--- config.mk ---
export PLATFORM = sky130hd
export DESIGN_NAME = quantize_seq
export DESIGN_NICKNAME = d
export VERILOG_FILES = /design/src/rtl/quantize_seq.sv
export SDC_FILE = /design/constraint.sdc
export NUM_CORES = 1
export LEC_CHECK = 0
export CORE_MARGIN = 2
export CORE_UTILIZATION = 25
export DETAILED_ROUTE_END_ITERATION = 7
export GPL_ROUTABILITY_DRIVEN = 0
export SYNTH_ARGS = -nofsm -noshare
export SYNTH_HDL_FRONTEND = slang
export SYNTH_SLANG_ARGS = --single-unit
--- constraint.sdc ---
create_clock -name clk -period 3.55 [get_ports clk]
set_input_delay 0.5325 -clock clk [delete_from_list [all_inputs] [get_ports clk]]
set_output_delay 0.5325 -clock clk [all_outputs]
set_load 0.02 [all_outputs]
--- src/rtl/quantize_seq.sv ---
`default_nettype none
// ============================================================================
// Module      : quantize_seq
// Description : Sequential complex-sample quantizer. It divides both
//               components by a runtime divisor using a restoring
//               shift-subtract divider. A zero divisor saturates the result.
//               Optional macro QUANTIZE_ROUND_EN rounds to nearest, with
//               ties away from zero.
// Revision    : 1.0 - initial release
// ============================================================================
module quantize_seq #(
    parameter int W  = 8,
    parameter int DW = 4
) (
    input  logic            clk,
    input  logic            rst_n,
    input  logic            clear,
    input  logic [2*W-1:0]  in_data,
    input  logic [DW-1:0]   in_div,
    input  logic            in_valid,
    output logic            in_ready,
    output logic [2*W-1:0]  out_data,
    output logic            out_err,
    output logic            out_valid,
    input  logic            out_ready
);
    localparam int                 c_CNT_W   = (W > 1) ? $clog2(W) : 1;
    localparam logic [c_CNT_W-1:0] c_LAST    = c_CNT_W'(W - 1);
    localparam logic [W-1:0]       c_SAT_POS = {1'b0, {(W-1){1'b1}}};
    localparam logic [W-1:0]       c_SAT_NEG = {1'b1, {(W-1){1'b0}}};

    typedef enum logic [1:0] {
        IDLE = 2'd0,
        DIV  = 2'd1,
        DONE = 2'd2
    } state_t;

    state_t              r_state;
    state_t              w_state_nxt;
    logic                r_run;
    logic [W-1:0]        r_q_re;
    logic [W-1:0]        r_q_im;
    logic [DW-1:0]       r_rem_re;
    logic [DW-1:0]       r_rem_im;
    logic [DW-1:0]       r_div;
    logic                r_neg_re;
    logic                r_neg_im;
    logic [c_CNT_W-1:0]  r_cnt;
    logic [2*W-1:0]      r_out;
    logic                r_err;

    logic [W-1:0]        w_in_re;
    logic [W-1:0]        w_in_im;
    logic [W-1:0]        w_mag_re;
    logic [W-1:0]        w_mag_im;
    logic                w_accept;
    logic [W+DW-1:0]     w_step_re;
    logic [W+DW-1:0]     w_step_im;
    logic [W-1:0]        w_qn_re;
    logic [W-1:0]        w_qn_im;
    logic [DW-1:0]       w_rn_re;
    logic [DW-1:0]       w_rn_im;
    logic                w_rnd_re;
    logic                w_rnd_im;

    // The dividend shifts out of the MSB while quotient bits shift into the LSB.
    function automatic logic [W+DW-1:0] div_step(input logic [W-1:0]  q,
                                                 input logic [DW-1:0] rem,
                                                 input logic [DW-1:0] d);
        logic [DW:0] trial;
        logic        bit_q;
        trial = {rem, q[W-1]};
        bit_q = (trial >= {1'b0, d});
        if (bit_q)
            trial = trial - {1'b0, d};
        return {q[W-2:0], bit_q, trial[DW-1:0]};
    endfunction

    function automatic logic [W-1:0] apply_sign(input logic [W-1:0] mag,
                                                input logic         rnd,
                                                input logic         neg);
        logic [W-1:0] m;
        m = mag + {{(W-1){1'b0}}, rnd};
        return neg ? (~m + 1'b1) : m;
    endfunction

    assign w_in_re   = in_data[2*W-1:W];
    assign w_in_im   = in_data[W-1:0];
    assign w_mag_re  = w_in_re[W-1] ? (~w_in_re + 1'b1) : w_in_re;
    assign w_mag_im  = w_in_im[W-1] ? (~w_in_im + 1'b1) : w_in_im;

    assign in_ready  = r_run & ~clear & (r_state == IDLE);
    assign w_accept  = in_valid & in_ready;
    assign out_valid = (r_state == DONE);
    assign out_data  = r_out;
    assign out_err   = r_err;

    assign w_step_re = div_step(r_q_re, r_rem_re, r_div);
    assign w_step_im = div_step(r_q_im, r_rem_im, r_div);
    assign w_qn_re   = w_step_re[W+DW-1:DW];
    assign w_qn_im   = w_step_im[W+DW-1:DW];
    assign w_rn_re   = w_step_re[DW-1:0];
    assign w_rn_im   = w_step_im[DW-1:0];

`ifdef QUANTIZE_ROUND_EN
    assign w_rnd_re  = ({w_rn_re, 1'b0} >= {1'b0, r_div});
    assign w_rnd_im  = ({w_rn_im, 1'b0} >= {1'b0, r_div});
`else
    assign w_rnd_re  = 1'b0;
    assign w_rnd_im  = 1'b0;
`endif

    always_ff @(posedge clk or negedge rst_n) begin
        if (!rst_n)
            r_state <= IDLE;
        else
            r_state <= w_state_nxt;
    end

    always_comb begin
        w_state_nxt = r_state;
        if (clear) begin
            w_state_nxt = IDLE;
        end else begin
            case (r_state)
                IDLE:    if (w_accept) w_state_nxt = (in_div == '0) ? DONE : DIV;
                DIV:     if (r_cnt == c_LAST) w_state_nxt = DONE;
                DONE:    if (out_ready) w_state_nxt = IDLE;
                default: w_state_nxt = IDLE;
            endcase
        end
    end

    // r_run holds in_ready low until the first edge after reset release.
    always_ff @(posedge clk or negedge rst_n) begin
        if (!rst_n) begin
            r_run    <= 1'b0;
            r_q_re   <= '0;
            r_q_im   <= '0;
            r_rem_re <= '0;
            r_rem_im <= '0;
            r_div    <= '0;
            r_neg_re <= 1'b0;
            r_neg_im <= 1'b0;
            r_cnt    <= '0;
            r_out    <= '0;
            r_err    <= 1'b0;
        end else begin
            r_run <= 1'b1;
            if (!clear) begin
                case (r_state)
                    IDLE: begin
                        if (w_accept) begin
                            r_q_re   <= w_mag_re;
                            r_q_im   <= w_mag_im;
                            r_rem_re <= '0;
                            r_rem_im <= '0;
                            r_div    <= in_div;
                            r_neg_re <= w_in_re[W-1];
                            r_neg_im <= w_in_im[W-1];
                            r_cnt    <= '0;
                            if (in_div == '0) begin
                                r_out <= {w_in_re[W-1] ? c_SAT_NEG : c_SAT_POS,
                                          w_in_im[W-1] ? c_SAT_NEG : c_SAT_POS};
                                r_err <= 1'b1;
                            end
                        end
                    end
                    DIV: begin
                        r_q_re   <= w_qn_re;
                        r_q_im   <= w_qn_im;
                        r_rem_re <= w_rn_re;
                        r_rem_im <= w_rn_im;
                        r_cnt    <= r_cnt + 1'b1;
                        if (r_cnt == c_LAST) begin
                            r_out <= {apply_sign(w_qn_re, w_rnd_re, r_neg_re),
                                      apply_sign(w_qn_im, w_rnd_im, r_neg_im)};
                            r_err <= 1'b0;
                        end
                    end
                    default: ;
                endcase
            end
        end
    end

endmodule
`default_nettype wire

==> results of run 1 <==
## layer usage
layer	vias up	routed length (um)	share of wire
li1	1377	-	-
met1	1323	4010	0.49
met2	45	3710	0.46
met3	5	350	0.043
met4	0	61	0.0075
met5	-	0	0
## cells in the final DEF (no fill, tap or decap), types with 2 or more instances in the layout
cell type	instances
dfrtp_1	53
o21ai_0	49
nand2_1	47
clkdlybuf4s50_1	42
nor2_1	24
inv_1	19
xnor2_1	17
mux2i_1	17
ha_1	14
a21oi_1	9
o31ai_1	8
a22o_1	8
or3_1	7
mux2_2	7
buf_4	7
nand2b_1	6
nor4_1	5
clkbuf_16	5
a21o_1	3
or3b_2	3
nor2b_1	3
xor2_1	3
a31oi_1	3
and2b_2	2
o21ai_2	2
o41ai_1	2
or4_1	2
a221o_1	2
nor3_1	2
a221oi_1	2
fa_1	2
## power by group
part / internal, W / switching (W) / leakage (nW)
Combinational: 0.000875 / 0.000994 / 1.02
Clock: 0.000353 / 0.000219 / 0.0841
Sequential: 0.000863 / 0.000299 / 0.666
## sequential cells by signal (all words and copies together), names as in the netlist
name	flops
r_neg_re	1
r_q_im	8
r_state	2
r_q_re	8
out_err	1
r_cnt	3
r_rem_re	4
r_div	4
out_data	16
r_run	1
r_rem_im	4
r_neg_im	1
## final timing paths
kind                       cells after the start          end
min                                            1    r_q_re[4]
min in group clk                               2  out_data[2]
max reg2reg                                   12  out_data[6]
max                                           12  out_data[6]
max in group asynchronous                      2  r_rem_re[0]
min reg2reg                                    2  out_data[2]
## kinds of logic (layout without fill, tap and decap cells)
family,after synthesis,after routing,synth area share
other,1,1,0.00111
DFF,53,53,0.394
muxes,24,24,0.0740
buffers and inverters,37,77,0.0479
xor gates and xnor gates,20,20,0.0520
adders and majority gates,16,16,0.0639
AOI/OAI and AO/OA,101,101,0.201
and+or+nand+nor,113,113,0.166
## final cells by class
type	instances	area (um2)	area share
Multi-Input combinational cell	275	1880	0.453
Sequential cell	53	1330	0.320
Timing Repair Buffer	50	478	0.115
Tap cell	176	220	0.0531
Clock buffer	7	143	0.0344
Inverter	19	71.3	0.0172
Clock inverter	1	30.0	0.00724
## stage by stage
step | total power (W) | cells
2_1_floorplan | 0.00247 | 365
3_3_place_gp | 0.00300 | 573
3_5_place_dp | 0.00305 | 573
4_1_cts | 0.00363 | 581
5_1_grt | 0.00392 | 581
6_report | 0.00360 | 581
==> impl_metrics.py, run 1 <==
metrics = {
    "global_routing": {
        "grt_pass1_wl_mm": 13.7,
        "grt_max_degree": 37,
        "met2_usage": 0.184,
        "grt_pass1_vias": 2760,
        "gr-usage-met1": 0.164,
        "use_met3": 0.0242,
        "overflow": 0,
        "grt_antenna_before_repair": 0,
        "busiest_layer": "met2",
        "track_usage": 0.116,
    },
    "clock_network": {
        "clockBufferDepth": 2,
        "ctsHoldBuffers": 0,
        "cts_setup_buffers": 0,
        "numCtsBuffers": 5,
        "ctsResizeCount": 0,
        "cts_tree": "done",
        "htreeDepth": 2,
        "clk_pin_slew_ns": 0.07,
        "cts-root-buf": "clkbuf_16",
        "cts_sinks": 53,
        "worstSkewPairLatency_ns": 0.29,
    },
    "detailed_routing": {
        "ant_nets": 0,
        "first_iter_violations": 137,
        "dr.pass1.iters": 4,
        "wire_per_inst_um": 14.0,
        "vias_per_cell": 4.73,
        "drt-total-wl_mm": 8.13,
        "vias": 2750,
        "drt_drc_violations_left": 0,
    },
    "floorplan": {
        "row_count": 42,
        "core_region_area_um2": 13200,
        "die_h_um": 120,
        "die-area_um2": 14400,
        "io_pins": 44,
        "initial_core_util": 0.255,
        "die_x_um": 120,
    },
    "power_and_ir_drop": {
        "peakVddDrop_mv": 0.278,
        "p_per_area_nw_per_um2": 868,
        "p_leak_nw": 1.77,
    },
    "setup_path": {
        "cp_top_family": "compound AO/OA/AOI/OAI gates",
        "cp-startpoint": "r_q_im[7]",
        "reg2reg_slack_ns": 0.66,
        "cp-end-kind": "flop",
        "critPathArrivalTime_ns": 3.10,
        "critPathMaxFanout": 8,
        "critPathSlowestCell": "or3b_2",
        "cp-start-kind": "flop",
        "setup.worst_path.class": "flop to flop",
        "slowest_delay_ns": 0.45,
        "cp_num_buf_inv": 2,
        "cp.required_ns": 3.77,
        "reg2reg_from": "r_q_im[7]",
        "crit_chain": "inv_1 -> ha_1 -> nand2b_1 -> a211oi_2 -> o21ai_2 -> inv_1 -> ha_1 -> or3b_2 -> o31ai_1 -> xnor2_1 -> o21ai_0 -> o21ai_0",
    },
    "worst_hold_path": {
        "hold_class": "primary input to asynchronous set/reset pin",
    },
    "placed_design": {
        "place_ws_ns": 0.682,
        "placed_area_um2": 3980,
        "place_hpwl_mm": 6.16,
        "port_buffers": 43,
    },
    "yosys": {
        "ys_types": 58,
        "synth.area.top_cells": "dfrtp_1 39%, o21ai_0 7.3%, nand2_1 5.2%",
        "synth-async-reset-ratio": 1.00,
        "synth_area_leader_cell": "dfrtp_1",
        "synth_warnings": 0,
        "syn_area_per_cell_um2": 9.22,
        "synth_flop_cell": "dfrtp_1",
        "synth_edf_count": 0,
        "syn-cell-area_um2": 3370,
        "synthTopCellsByCount": "53 x dfrtp_1, 49 x o21ai_0, 47 x nand2_1",
        "yosysMostFrequentCell": "dfrtp_1",
        "synth_fp_nets": 406,
        "syn_inst": 365,
        "yosys.area.top_type_share": 0.394,
        "ys_seq_area_frac": 0.394,
        "ys_ff_latch": 53,
    },
    "cells_and_area": {
        "antenna_cells": 0,
        "design_area_um2": 4150,
        "fin_util": 0.314,
        "drive_gt1_frac": 0.0938,
        "nets": 445,
        "syn_to_final_growth_pct": 23.2,
        "nFillCells": 1351,
    },
    "timing": {
        "maxSlewViolCount": 0,
        "setup_viol": 0,
        "fin_hold_ws_ns": 0.340,
        "max_freq_mhz": 346,
        "skew_ns": 0.00672,
        "rsz0062_at_grt": "no",
        "slew_headroom": 0.358,
        "worst_pin_slew_ns": 0.962,
        "layout_setup_ws_ns": 0.664,
        "finalCritPeriodShare": 0.813,
        "fin_setup_tns_ns": 0,
        "finalHoldViolations": 0,
        "period_minus_slack_ns": 2.89,
    },
    "outcome": {
        "status": "finished, final reports clean",
    },
    "job": {
        "maxCapViolCount": 0,
    },
}
Note: power is estimated with default switching activity, not from simulation.
==> inputs of run 2 (changes only) <==
==> constraint.sdc (replaced) <==
create_clock -name clk -period 2.94 [get_ports clk]
set_input_delay 0.441 -clock clk [delete_from_list [all_inputs] [get_ports clk]]
set_output_delay 0.441 -clock clk [all_outputs]
set_load 0.02 [all_outputs]
==> impl_metrics.py, run 2 (synthesis gave the netlist of run 1 again) <==
metrics = {
    "outcome": {
        "status": "finished, final reports clean",
    },
    "setup_path": {
        "setup.worst_path.class": "flop to flop",
        "cp-start-kind": "flop",
        "reg2reg_slack_ns": 0.24,
        "reg2reg_depth": 12,
        "r2r_end": "out_data[6]",
        "cp.required_ns": 3.15,
        "critPathArrivalTime_ns": 2.92,
        "cp-end-kind": "flop",
        "critPathMaxFanout": 5,
        "reg2reg_from": "r_q_im[7]",
    },
    "cells_and_area": {
        "stdcell_count": 585,
        "final_common_cell": "dfrtp_1",
        "seq_area_um2": 1330,
        "final_cell_mix": "53 x dfrtp_1, 49 x o21ai_0, 47 x nand2_1, 42 x clkdlybuf4s50_1, 24 x nor2_1",
        "nets": 450,
        "fin_util": 0.316,
        "syn_to_final_growth_pct": 23.9,
        "multiInputGateArea_um2": 1880,
        "largest_reg_flops": 16,
        "drive_gt1_frac": 0.105,
        "antenna_cells": 0,
        "nFillCells": 1344,
    },
    "power_and_ir_drop": {
        "p_leak_nw": 1.79,
        "p_per_area_nw_per_um2": 1040,
        "peakVddDrop_mv": 0.443,
        "finalPower_w": 0.00433,
    },
    "clock_network": {
        "cts_tree": "done",
        "clockBufferDepth": 2,
        "ctsResizeCount": 0,
        "clk_pin_slew_ns": 0.07,
        "worstSkewPairLatency_ns": 0.29,
        "htreeDepth": 2,
        "cts_sinks": 53,
        "cts-root-buf": "clkbuf_16",
        "numCtsBuffers": 5,
        "ctsHoldBuffers": 0,
        "cts_setup_buffers": 0,
    },
    "detailed_routing": {
        "vias_per_cell": 4.70,
        "first_iter_violations": 172,
        "vias": 2752,
        "drt-total-wl_mm": 7.95,
        "ant_nets": 0,
        "wire_per_inst_um": 13.6,
        "dr.pass1.iters": 5,
        "drt_drc_violations_left": 0,
    },
    "placed_design": {
        "place_hpwl_mm": 6.10,
        "port_buffers": 43,
        "dp.cells": 578,
    },
    "global_routing": {
        "grt_pass1_vias": 2744,
        "track_usage": 0.116,
        "grt_antenna_before_repair": 0,
        "overflow": 0,
        "grt_pass1_wl_mm": 13.7,
        "grt_max_degree": 29,
    },
    "timing": {
        "skew_ns": 0.00632,
        "fin_setup_tns_ns": 0,
        "maxSlewViolCount": 0,
        "finalCritPeriodShare": 0.920,
        "finalHoldViolations": 0,
        "fin_hold_ws_ns": 0.151,
        "period_minus_slack_ns": 2.70,
        "rsz0062_at_grt": "no",
        "max_freq_mhz": 370,
        "worst_pin_slew_ns": 0.891,
        "slew_headroom": 0.404,
        "setup_viol": 0,
    },
    "floorplan": {
        "die_x_um": 120,
        "core_region_area_um2": 13200,
        "initial_core_util": 0.255,
        "die-area_um2": 14400,
        "die_h_um": 120,
        "row_count": 42,
        "io_pins": 44,
    },
    "job": {
        "maxCapViolCount": 0,
    },
    "worst_hold_path": {
        "hold_class": "primary input to asynchronous set/reset pin",
    },
}
## run 2: how the worst max path moves through the flow
stage | startpoint | to | slack (ns) | cells past startpoint
floorplan | r_q_im[7] | out_data[6] | 0.33 | 12
global placement | r_q_im[7] | out_data[6] | 0.30 | 12
detailed placement | r_q_im[7] | out_data[6] | 0.25 | 12
CTS | r_q_im[7] | out_data[6] | 0.23 | 12
global route | r_q_im[7] | out_data[6] | 0.01 | 12
finish | r_q_im[7] | out_data[6] | 0.24 | 12
## run 2: layout make-up
class                           instances  share of cell area
Inverter                               19              0.0171
Multi-Input combinational cell        275               0.450
Sequential cell                        53               0.318
Clock inverter                          2             0.00840
Clock buffer                            5              0.0300
Timing Repair Buffer                   55               0.124
Tap cell                              176              0.0528
## run 2: routing by layer
metal,wire length (um),global-route usage,vias to the layer above,share of wire
li1,-,-,1386,-
met2,3570,0.181,46,0.45
met1,4000,0.167,1313,0.50
met4,57,0.0213,0,0.0072
met5,0,0,-,0
met3,322,0.0261,7,0.041
## run 2: metrics by stage
step	area, um2	setup WS [ns]
final	4170	0.236
after global routing	4170	0.00997
after CTS	4170	0.232
after detailed placement	4010	0.254
after global placement	4010	0.302
after floorplan	3370	0.329
## run 2: critical path: stages, from the launching register on
cell and delay [ns]:
dfrtp_1 0.35, inv_1 0.06, ha_1 0.30, nand2b_1 0.16, a211oi_2 0.38, o21ai_2 0.11
inv_1 0.07, ha_1 0.14, or3b_2 0.45, o31ai_1 0.25, xnor2_1 0.15, o21ai_0 0.08
o21ai_0 0.14
## run 2: report_power, final
group          total (W)  internal, W  switching, W
combinational    0.00229      0.00108       0.00121
sequential       0.00139      0.00104      0.000348
clock           0.000651     0.000396      0.000256
total            0.00433      0.00252       0.00181
==> inputs of run 3 (changes only) <==
--- a/config.mk
+++ b/config.mk
@@ -9,6 +9,8 @@
 export CORE_UTILIZATION = 25
 export DETAILED_ROUTE_END_ITERATION = 7
 export GPL_ROUTABILITY_DRIVEN = 0
+export RECOVER_POWER = 25
+export REMOVE_ABC_BUFFERS = 1
 export SYNTH_ARGS = -nofsm -noshare
 export SYNTH_HDL_FRONTEND = slang
 export SYNTH_SLANG_ARGS = --single-unit
==> impl_metrics.py, run 3 (synthesis gave the netlist of run 1 again) <==
metrics = {
    "detailed_routing": {
        "wl_met3_um": 439,
        "vias": 2745,
        "top_layer": "met4",
        "drt-total-wl_mm": 8.07,
        "vias_per_cell": 4.71,
        "drt-met1-wl_mm": 3.80,
        "routed-wl-met2_mm": 3.76,
        "dr.pass1.iters": 4,
        "drt_drc_violations_left": 0,
        "first_iter_violations": 100,
        "wire_per_inst_um": 13.8,
        "ant_nets": 0,
    },
    "setup_path": {
        "reg2reg_slack_ns": 0.24,
        "critPathSlowestCell": "or3b_2",
        "r2r_end": "out_data[6]",
        "cp-end-kind": "flop",
        "crit_chain": "inv_1 -> ha_1 -> nand2b_1 -> a211oi_2 -> o21ai_2 -> inv_1 -> ha_1 -> or3b_2 -> o31ai_1 -> xnor2_1 -> o21ai_0 -> o21ai_0",
        "setup.worst_path.class": "flop to flop",
        "critPathArrivalTime_ns": 2.93,
        "slowest_delay_ns": 0.46,
        "cp-start-kind": "flop",
        "reg2reg_from": "r_q_im[7]",
        "critPathMaxFanout": 5,
        "reg2reg_depth": 12,
        "cp.required_ns": 3.16,
    },
    "timing": {
        "skew_ns": 0.00879,
        "worst_pin_slew_ns": 1.34,
        "max_freq_mhz": 370,
        "period_minus_slack_ns": 2.70,
        "rsz0062_at_grt": "no",
        "slew_headroom": 0.107,
        "maxSlewViolCount": 0,
        "finalCritPeriodShare": 0.919,
        "finalHoldViolations": 0,
        "setup_viol": 0,
        "fin_setup_tns_ns": 0,
    },
    "global_routing": {
        "grt_pass1_wl_mm": 13.7,
        "overflow": 0,
        "track_usage": 0.118,
        "grt_pass1_vias": 2766,
        "grt_max_degree": 54,
        "grt_antenna_before_repair": 0,
    },
    "clock_network": {
        "clk_pin_slew_ns": 0.07,
        "worstSkewPairLatency_ns": 0.30,
        "cts_sinks": 53,
        "clockBufferDepth": 2,
        "cts_tree": "done",
        "numCtsBuffers": 5,
        "cts-root-buf": "clkbuf_16",
        "ctsResizeCount": 0,
        "cts_setup_buffers": 0,
        "ctsHoldBuffers": 0,
        "htreeDepth": 2,
    },
    "worst_hold_path": {
        "hold_start": "out_data[0]",
        "hold_class": "flop to flop",
        "whs_path_depth": 2,
        "worstHoldEndpoint": "out_data[0]",
    },
    "job": {
        "maxCapViolCount": 0,
    },
    "placed_design": {
        "place_hpwl_mm": 5.94,
        "port_buffers": 43,
        "dp.cells": 575,
    },
    "floorplan": {
        "die-area_um2": 14400,
        "io_pins": 44,
        "die_x_um": 120,
        "row_count": 42,
        "die_h_um": 120,
        "core_region_area_um2": 13200,
        "initial_core_util": 0.255,
    },
    "outcome": {
        "status": "finished, final reports clean",
    },
    "cells_and_area": {
        "drive_gt1_frac": 0.0983,
        "fin_util": 0.315,
        "syn_to_final_growth_pct": 23.4,
        "nFillCells": 1376,
        "final_cell_mix": "53 x dfrtp_1, 49 x o21ai_0, 47 x nand2_1, 42 x clkdlybuf4s50_1, 24 x nor2_1",
        "largest_reg_flops": 16,
        "antenna_cells": 0,
        "final_common_cell": "dfrtp_1",
        "nets": 447,
        "stdcell_count": 583,
    },
    "power_and_ir_drop": {
        "p_leak_nw": 1.78,
        "finalPower_w": 0.00435,
        "peakVddDrop_mv": 0.429,
        "p_per_area_nw_per_um2": 1050,
    },
}
## run 3: area by class of cell
class / instances / area, um2 / area share
Tap cell: 176 / 220 / 0.0530
Timing Repair Buffer: 52 / 490 / 0.118
Multi-Input combinational cell: 275 / 1880 / 0.452
Sequential cell: 53 / 1330 / 0.319
Clock inverter: 2 / 38.8 / 0.00933
Clock buffer: 6 / 129 / 0.0310
Inverter: 19 / 71.3 / 0.0172
## run 3: worst max-delay path, delay by kind of cell, from the launching register on
kind,cells,cell delay (ns)
AOI/OAI and AO/OA,5,0.93
and+or+nand+nor,2,0.62
adders and majority gates,2,0.45
DFF,1,0.36
xor gates and xnor gates,1,0.14
buffers and inverters,2,0.13
## run 3: routing by layer
| layer | vias up | track usage |
|---|---|---|
| met5 | - | 0 |
| met3 | 5 | 0.0214 |
| li1 | 1383 | - |
| met1 | 1295 | 0.161 |
| met2 | 62 | 0.193 |
| met4 | 0 | 0.0287 |
## run 3: worst max path at each step
stage | to | cells after the start | slack [ns] | startpoint
floorplan | out_data[6] | 12 | 0.29 | r_q_im[7]
global placement | out_data[6] | 12 | 0.29 | r_q_im[7]
detailed placement | out_data[6] | 12 | 0.26 | r_q_im[7]
CTS | out_data[6] | 12 | 0.23 | r_q_im[7]
global route | out_data[6] | 12 | 0.01 | r_q_im[7]
finish | out_data[6] | 12 | 0.24 | r_q_im[7]
## run 3: report_power, final
part           total, W  switching [W]  leakage (nW)  internal, W
clock          0.000677       0.000273        0.0810     0.000404
sequential      0.00139       0.000350         0.666      0.00104
combinational   0.00228        0.00119          1.03      0.00109
total           0.00435        0.00181          1.78      0.00254
## run 3: per-stage QoR
step	setup slack (ns)	hold WS (ns)	cell area (um2)
after detailed placement	0.256	0.475	3990
after global placement	0.292	0.464	3990
after global routing	0.0117	0.532	4160
after floorplan	0.291	0.145	3280
after CTS	0.235	0.295	4160
final	0.237	0.481	4160
